[src/rtl/dmem_mailbox.sv]
// -----------------------------------------------------------------------------
// dmem_mailbox
//
// Memory-mapped mailbox that sits beside data_mem on the core data-memory bus.
// Core stores to TXDATA push words into a TX FIFO that an external valid/ready
// consumer drains. An external valid/ready producer fills an RX FIFO that the
// core reads non-destructively at RXDATA and pops by writing RXDATA.
//
// Register map (offset = i_addr[3:2], i_addr[1:0] ignored):
//   0x0 TXDATA  W: push i_wdata              R: 0
//   0x4 STATUS  R: [0] tx_full [1] tx_empty [2] rx_full [3] rx_empty
//                  [4] tx_ovf  [5] rx_unf  [15:8] tx_count [23:16] rx_count
//   0x8 RXDATA  R: RX head (0 if empty)      W: pop (any value)
//   0xC CTRL    W: [0] flush TX [1] flush RX [2] irq_en [3] clear sticky
//               R: {29'b0, irq_en, 2'b0}
//
// Ports:
//   i_clk, i_reset          clock, synchronous active-high reset
//   i_addr, i_wdata, i_we   core bus request (i_we is a 1-cycle store pulse)
//   o_sel                   combinational: address falls in this window
//   o_rdata                 combinational read data, 0 when not selected
//   o_tx_valid, o_tx_data,
//   i_tx_ready              TX stream towards the external consumer
//   i_rx_valid, i_rx_data,
//   o_rx_ready              RX stream from the external producer
//   o_irq                   interrupt request
//
// Optional feature macro: DMEM_MAILBOX_IRQ_EN
//   defined   : irq_en is stored; o_irq is registered from
//               irq_en & (!rx_empty | tx_ovf | rx_unf), one cycle behind.
//   undefined : o_irq tied 0; CTRL[2] is not stored and reads 0.
// -----------------------------------------------------------------------------
module dmem_mailbox #(
  parameter logic [31:0] BASE_ADDR = 32'h0000_1000,
  parameter int          DEPTH     = 8,
  parameter int          DW        = 32
) (
  input  logic          i_clk,
  input  logic          i_reset,
  input  logic [31:0]   i_addr,
  input  logic [DW-1:0] i_wdata,
  input  logic          i_we,
  output logic          o_sel,
  output logic [DW-1:0] o_rdata,
  output logic          o_tx_valid,
  output logic [DW-1:0] o_tx_data,
  input  logic          i_tx_ready,
  input  logic          i_rx_valid,
  input  logic [DW-1:0] i_rx_data,
  output logic          o_rx_ready,
  output logic          o_irq
);

  localparam int PW = $clog2(DEPTH);
  localparam int CW = PW + 1;

  localparam logic [1:0] OFF_TXDATA = 2'd0;
  localparam logic [1:0] OFF_STATUS = 2'd1;
  localparam logic [1:0] OFF_RXDATA = 2'd2;
  localparam logic [1:0] OFF_CTRL   = 2'd3;

  // Bus decode
  logic [1:0] off;
  logic       wr_en;
  logic       ctrl_wr;
  logic       unused_addr;

  assign o_sel       = (i_addr[31:4] == BASE_ADDR[31:4]);
  assign off         = i_addr[3:2];
  assign wr_en       = i_we & o_sel;
  assign ctrl_wr     = wr_en & (off == OFF_CTRL);
  assign unused_addr = ^i_addr[1:0];

  logic tx_flush;
  logic rx_flush;
  logic sticky_clr;

  assign tx_flush   = ctrl_wr & i_wdata[0];
  assign rx_flush   = ctrl_wr & i_wdata[1];
  assign sticky_clr = ctrl_wr & i_wdata[3];

  // TX FIFO state
  logic [DW-1:0] tx_mem [DEPTH];
  logic [PW-1:0] tx_wr_ptr;
  logic [PW-1:0] tx_rd_ptr;
  logic [CW-1:0] tx_count;
  logic          tx_full;
  logic          tx_empty;
  logic          tx_push_req;
  logic          tx_push;
  logic          tx_pop;
  logic          tx_ovf;
  logic          tx_ovf_set;

  // RX FIFO state
  logic [DW-1:0] rx_mem [DEPTH];
  logic [PW-1:0] rx_wr_ptr;
  logic [PW-1:0] rx_rd_ptr;
  logic [CW-1:0] rx_count;
  logic          rx_full;
  logic          rx_empty;
  logic          rx_push;
  logic          rx_pop_req;
  logic          rx_pop;
  logic          rx_unf;
  logic          rx_unf_set;

  // Full/empty come from the start-of-cycle count, so a pop in the same
  // cycle never makes room for a push that arrives while full.
  assign tx_full  = (tx_count == CW'(DEPTH));
  assign tx_empty = (tx_count == '0);
  assign rx_full  = (rx_count == CW'(DEPTH));
  assign rx_empty = (rx_count == '0);

  assign tx_push_req = wr_en & (off == OFF_TXDATA);
  assign tx_push     = tx_push_req & ~tx_full;
  assign tx_ovf_set  = tx_push_req & tx_full;

  // Outputs are forced quiet while reset is held so that no handshake can
  // complete against stale pre-reset state.
  assign o_tx_valid = ~tx_empty & ~i_reset;
  assign o_tx_data  = (tx_empty | i_reset) ? '0 : tx_mem[tx_rd_ptr];
  assign tx_pop     = o_tx_valid & i_tx_ready;

  assign o_rx_ready = ~rx_full & ~i_reset;
  assign rx_push    = i_rx_valid & o_rx_ready;
  assign rx_pop_req = wr_en & (off == OFF_RXDATA);
  assign rx_pop     = rx_pop_req & ~rx_empty;
  assign rx_unf_set = rx_pop_req & rx_empty;

  // TX pointers and count; flush overrides any same-cycle push/pop
  always_ff @(posedge i_clk) begin
    if (i_reset) begin
      tx_wr_ptr <= '0;
      tx_rd_ptr <= '0;
      tx_count  <= '0;
    end else if (tx_flush) begin
      tx_wr_ptr <= '0;
      tx_rd_ptr <= '0;
      tx_count  <= '0;
    end else begin
      if (tx_push) tx_wr_ptr <= tx_wr_ptr + PW'(1);
      if (tx_pop)  tx_rd_ptr <= tx_rd_ptr + PW'(1);
      unique case ({tx_push, tx_pop})
        2'b10:   tx_count <= tx_count + CW'(1);
        2'b01:   tx_count <= tx_count - CW'(1);
        default: tx_count <= tx_count;
      endcase
    end
  end

  // TX storage (data only, not reset; a write into a flushed slot is harmless
  // because the pointers restart from zero)
  always_ff @(posedge i_clk) begin
    if (tx_push) tx_mem[tx_wr_ptr] <= i_wdata;
  end

  // RX pointers and count; flush overrides any same-cycle push/pop
  always_ff @(posedge i_clk) begin
    if (i_reset) begin
      rx_wr_ptr <= '0;
      rx_rd_ptr <= '0;
      rx_count  <= '0;
    end else if (rx_flush) begin
      rx_wr_ptr <= '0;
      rx_rd_ptr <= '0;
      rx_count  <= '0;
    end else begin
      if (rx_push) rx_wr_ptr <= rx_wr_ptr + PW'(1);
      if (rx_pop)  rx_rd_ptr <= rx_rd_ptr + PW'(1);
      unique case ({rx_push, rx_pop})
        2'b10:   rx_count <= rx_count + CW'(1);
        2'b01:   rx_count <= rx_count - CW'(1);
        default: rx_count <= rx_count;
      endcase
    end
  end

  // RX storage
  always_ff @(posedge i_clk) begin
    if (rx_push) rx_mem[rx_wr_ptr] <= i_rx_data;
  end

  // Sticky error flags; a new event in the same cycle as a clear wins
  always_ff @(posedge i_clk) begin
    if (i_reset) begin
      tx_ovf <= 1'b0;
      rx_unf <= 1'b0;
    end else begin
      tx_ovf <= (tx_ovf & ~sticky_clr) | tx_ovf_set;
      rx_unf <= (rx_unf & ~sticky_clr) | rx_unf_set;
    end
  end

  // Interrupt
  logic irq_en_rd;

`ifdef DMEM_MAILBOX_IRQ_EN
  logic irq_en;
  logic irq_p1;

  always_ff @(posedge i_clk) begin
    if (i_reset) begin
      irq_en <= 1'b0;
      irq_p1 <= 1'b0;
    end else begin
      if (ctrl_wr) irq_en <= i_wdata[2];
      irq_p1 <= irq_en & (~rx_empty | tx_ovf | rx_unf);
    end
  end

  assign irq_en_rd = irq_en;
  assign o_irq     = irq_p1 & ~i_reset;
`else
  assign irq_en_rd = 1'b0;
  assign o_irq     = 1'b0;
`endif

  // Read mux
  logic [31:0] status;

  assign status = {8'h00, 8'(rx_count), 8'(tx_count),
                   2'b00, rx_unf, tx_ovf, rx_empty, rx_full, tx_empty, tx_full};

  always_comb begin
    o_rdata = '0;
    if (o_sel) begin
      unique case (off)
        OFF_TXDATA: o_rdata = '0;
        OFF_STATUS: o_rdata = DW'(status);
        OFF_RXDATA: o_rdata = rx_empty ? '0 : rx_mem[rx_rd_ptr];
        OFF_CTRL:   o_rdata = DW'({irq_en_rd, 2'b00});
        default:    o_rdata = '0;
      endcase
    end
  end

endmodule

[config.mk]
export PLATFORM = sky130hd
export DESIGN_NAME = dmem_mailbox
export DESIGN_NICKNAME = d
export VERILOG_FILES = /design/src/rtl/dmem_mailbox.sv
export SDC_FILE = /design/constraint.sdc
export NUM_CORES = 1
export LEC_CHECK = 0
export BUFFER_PORTS_ARGS = -buffer_cell sky130_fd_sc_hd__buf_4
export CORE_MARGIN = 4
export CORE_UTILIZATION = 60
export DETAILED_ROUTE_END_ITERATION = 7
export PLACE_DENSITY_LB_ADDON = 0.15
export SETUP_SLACK_MARGIN = 0.02
export SLEW_MARGIN = 10
export SYNTH_ARGS = -nofsm -noshare
export SYNTH_HDL_FRONTEND = slang
export SYNTH_SLANG_ARGS = --single-unit
[constraint.sdc]
create_clock -name i_clk -period 7.7 [get_ports i_clk]
set_clock_uncertainty 0.1 [all_clocks]
set_input_delay 2.31 -clock i_clk [delete_from_list [all_inputs] [get_ports i_clk]]
set_output_delay 2.31 -clock i_clk [all_outputs]
set_load 0.005 [all_outputs]
Word-level counts from Yosys, hierarchy flattened
Memories as Yosys holds them, arrays and structs flattened. A register that Yosys moved wholly into a read port is not among the register bits. Cells that the tools add are included.

Bits in registers: 22. Memories: 2. Logic and storage cells: 76. Memory bits (writable): 512. Input bits: 101.

Memory list: rx_mem (depth 8, bits a word 32, rd ports 1, clocked after memory_dff 1, write ports 1, line 96) `logic [DW-1:0] rx_mem [DEPTH];`; tx_mem (depth 8, bits a word 32, rd ports 1, clocked after memory_dff 1, write ports 1, line 83) `logic [DW-1:0] tx_mem [DEPTH];`.

Bitwise logic cells: 26. Equal/unequal tests: 10. Mux-type cells: 14. $add $sub $neg: 8. Reduce and logical (&&, ||, !) cells: 8.

Operators with widths (count): 2-to-1 mux 32 bit (3); one-hot mux 32 bit (3 select lines) (1); equality test 28 x 9 -> 1 bit (second input constant) (1); AND 1 bit (17); one-hot mux 4 bit (2 select lines) (2); adder 3 x 1 -> 3 bit (second input constant) (4); 2-to-1 mux 3 bit (4); adder 4 x 1 -> 4 bit (second input constant) (2); equality test 2 bit (second input constant) (4); equality test 4 bit (second input constant) (2); zero test 4 bit (2); subtractor 4 x 1 -> 4 bit (second input constant) (2); equality test 2 x 1 -> 1 bit (second input constant) (3); inverter 1 bit (6); OR reduction 2 bit (3); 2-to-1 mux 1 bit (4); nonzero test 2 bit (2); OR 1 bit (3); zero test 2 bit (1).

Depth between registers and ports, before layout
Word-level depth: 7. Depth in mapped cells: 13. Gate-level depth less buffers: 11.

Worst setup path before layout
Ideal clock, no wire load.

Path type: input to register. Start point: input i_addr[10]. End point: memory tx_mem[0][0] (enable). Stages on the path: 5. Slack: 0.674 ns. Arrival time: 6.424 ns. Setup time: 0.502 ns. Path buffers: 1. Cell sequence: nor4b_4 > nand4_4 > or3_1 > buf_4 > nor4_1.

Longest elaborated chain between the ends: 6.

RTL lines: start: declaration (line 40) `input logic [31:0] i_addr,`; equality test 28 x 9 -> 1 bit (line 68) `assign o_sel = (i_addr[31:4] == BASE_ADDR[31:4]);`; AND 1 bit (line 70) `assign wr_en = i_we & o_sel;`; AND 1 bit (line 115) `assign tx_push_req = wr_en & (off == OFF_TXDATA);`; AND 1 bit (line 116) `assign tx_push = tx_push_req & ~tx_full;`; 2-to-1 mux 1 bit (line 155) `if (tx_push) tx_mem[tx_wr_ptr] <= i_wdata;`; 2-to-1 mux 1 bit (implied by the code) (line 155); end: declaration (line 83).

No other way between the ends.

Worst setup path after layout
Start point: input i_addr[23]. End point: output o_rdata[6].

Longest elaborated chain between the ends: 2.

RTL lines: equality test 28 x 9 -> 1 bit (line 68); 2-to-1 mux 32 bit (line 227) `if (o_sel) begin`; end: declaration (line 44) `output logic [DW-1:0] o_rdata,`.

No other way between the ends.

==> results_dict.tcl <==
set metrics [dict create \
    status "finished clean" \
    remaining_drc_errors 0 \
    grt-ovfl-total 0 \
    path_max_fanout 18 \
    relSlewSlack 0.3233 \
    path_buf_inv 2 \
    combPwrFrac 0.021 \
    rsz0062_at_grt "no" \
    dpl_cell_area_sq_um 23120 \
    finalCriticalPeriod_ns 6.664 \
    gp_congestion 0.7695 \
    drt_pass1_iterations 5 \
    endpoint_kind "output port" \
    ios 169 \
    die_x_microns 196.1 \
    powerDensity_nw_per_um2 231.5 \
    sw_frac_of_total 0.1862 \
    routedWlPerCell_microns 23.88 \
    synth_area_per_cell_sq_um 20.46 \
    core_sq_um 34710 \
    synth-seq-cells 540 \
    ys.flop_type "edfxtp_1" \
    clkSinkCount 540 \
    cts_root_buf "clkbuf_16" \
    grt_pass1_vias 10921 \
    yosysTopAreaCell "edfxtp_1" \
    intPower_uw 4654 \
    cts_resized 0 \
    synth_top_area_frac 0.7241 \
    irDropWorstVdd_v 0.0001970 \
    rows 68 \
    synthTopCellsByCount "edfxtp_1 (512), mux4_2 (128), nor2_1 (69)" \
    seqPwrFrac 0.565 \
    ant_nets 0 \
    multi_input_area_sq_um 5135 \
    yosysMostFrequentCell "edfxtp_1" \
    place_inst 1628 \
    drv_slew 0 \
    worstPathArrival_ns 4.25 \
    fillers 2105 \
    use_met1 0.2920 \
    cts_hold_buf 0 \
    switchingPower_uw 1064 \
    yosysSeqAreaShare 0.7505 \
    final_nets 1337 \
    cpMaxStageDelayCell "nand4_2" \
    syn-instance-count 1038 \
    max_cap_viol_count 0 \
    cp-start-kind "primary input" \
    layout-drive-gt1-share 0.3299 \
    clk_pin_slew_worst_paths_ns 0.06 \
    slowest_delay_ns 0.59 \
    ys_top_cells_by_area "edfxtp_1 (72%), mux4_2 (14%), dfxtp_1 (2.6%), mux2i_1 (2.6%), nor2_1 (1.2%)" \
    tightest_slew_ns 1.015 \
    reg2reg_slack_ns 4.34 \
    grt-busiest-layer "met2" \
    clkLatencyLatePin_ns 0.55 \
    cts_tree "yes" \
    pwr-share-clk 0.414 \
    use_met3 0.04122 \
    vias 10390 \
    portBuffers 165 \
    grt_pass1_wl_microns 63860 \
    async_reset_ff_frac 0 \
    yosys_warnings 0 \
    grtUsageMet2 0.3723 \
    cp_data_required_time_ns 5.29 \
    fin_crit_sh 0.8655 \
    register_area_sq_um 15950 \
    grt_max_degree 50 \
    hold_violations 0 \
    post-cts-setup-buffers 0 \
    numCtsBuffers 51 \
    antenna_found_initial 2 \
    worstHoldPathType "reg2reg" \
    htree_levels 2 \
    wl_microns 41050 \
    hpwlAfterDp_microns 23700 \
    final.setup.tns_ns 0 \
    synth_cell_types 48 \
    initial_core_util 0.6117 \
    drt-initial-drc-count 804 \
    max_freq_mhz 150.1 \
    criticalPathCategory "in2out" \
    stdcell_count 1719 \
    p_total_uw 5718 \
    path_cells "buf_4 > nor4_2 > and3_1 > nand4_2 > nor2_1 > buf_4" \
    dieArea_sq_um 38460 \
    finalSetupViolations 0 \
    area_growth_syn_to_layout_pct 16.34 \
    synth-edff-count 512 \
    crit_path_frequent_cell "buf_4" \
    netlist_area_sq_um 21230 \
    clockBufferDepth 3 \
    diodes 0 \
    design_area_sq_um 24700 \
    die_h_microns 196.1 \
    grt_usage 0.2163 \
    critPathTopFamily "simple AND/OR/NAND/NOR gates" \
    routed_via_density 6.044 \
    synth_nets 1149 \
    p_leak_uw 0.007813 \
]
[metal layers]
layer  up-vias  part of all wire
met1      5364              0.40
met3        68             0.061
met5         -           0.00083
met4         4             0.020
met2       305              0.52
li1       4649                 -
[logic make-up after synthesis]
kind of cell             count (synthesis)  share of synthesized area
buffers and inverters                   62                    0.01296
XOR/XNOR                                 8                   0.003300
AND/OR/NAND/NOR                        162                    0.04402
flip-flops                             540                     0.7505
AO/OA/AOI/OAI                           71                    0.02098
adder cells (fa/ha/maj)                 10                   0.005893
multiplexers                           184                     0.1622
other                                    1                  0.0001766
[worst paths after layout]
| kind | start | end | depth (start not counted) |
|---|---|---|---|
| worst max-delay path | i_addr[23] | o_rdata[6] | 6 |
| worst min-delay path | tx_ovf | tx_ovf | 2 |
| worst max register to register | tx_count[0] | tx_count[2] | 10 |
| worst min register to register | tx_ovf | tx_ovf | 2 |
[final cells by class]
class,count,area share
Clock buffer,68,0.05551
Clock inverter,23,0.008661
Inverter,7,0.001064
Multi-Input combinational cell,436,0.2079
Sequential cell,540,0.6456
Tap cell,455,0.02305
Timing Repair Buffer,190,0.05825
[worst min-delay path: stages (launching register included)]
cell	delay [ns]
dfxtp_1	0.32
o31ai_1	0.06
a21oi_1	0.06
[power groups by stage]
stage	sequential, uW	combinational, uW	clock (uW)
floorplan	3290	33.6	0
global placement	3290	115	0
detailed placement	3290	120	0
CTS	3230	121	2420
global route	3230	132	2550
finish	3230	120	2370
[sequential cells by signal, summed over array words and instances (netlist names), named ones only]
signal     count
rx_mem       256
tx_ovf         1
tx_wr_ptr      3
tx_count       4
tx_mem       256
tx_rd_ptr      3
rx_unf         1
rx_count       4
rx_wr_ptr      3
rx_rd_ptr      3
[per-stage QoR]
stage | hold slack [ns] | util | setup WS, ns
6_report | 0.3893 | 0.7116 | 1.036
5_1_grt | 0.4178 | 0.7116 | 0.8519
4_1_cts | 0.3886 | 0.7116 | 0.9948
3_5_place_dp | 0.3735 | 0.6659 | 1.023
3_3_place_gp | 0.3726 | 0.6659 | 1.115
2_1_floorplan | 0.3443 | - | 0.6741
[cell usage in the layout, fill, tap and decap left out, types with 3 or more instances in the layout]
cell,instances
nor2_4,6
clkinv_2,4
dfxtp_2,4
nor3_2,5
nand2_1,20
buf_4,189
clkbuf_1,15
bufinv_16,4
or3_1,3
clkinv_1,13
clkbuf_16,52
nor2b_1,3
or4_1,5
a22oi_1,14
and4_1,3
a211o_1,4
mux2i_1,56
o31ai_1,5
nand3_1,7
nor3_1,8
a21oi_1,31
nor4b_4,5
and3_1,3
inv_1,7
nor2_1,63
dfxtp_1,22
nor4_2,5
nand2b_1,6
o21ai_0,9
mux4_2,128
xor2_1,6
ha_1,10
nor4_4,3
nand4_1,5
edfxtp_1,512
Power figures use the tool's default switching activity.
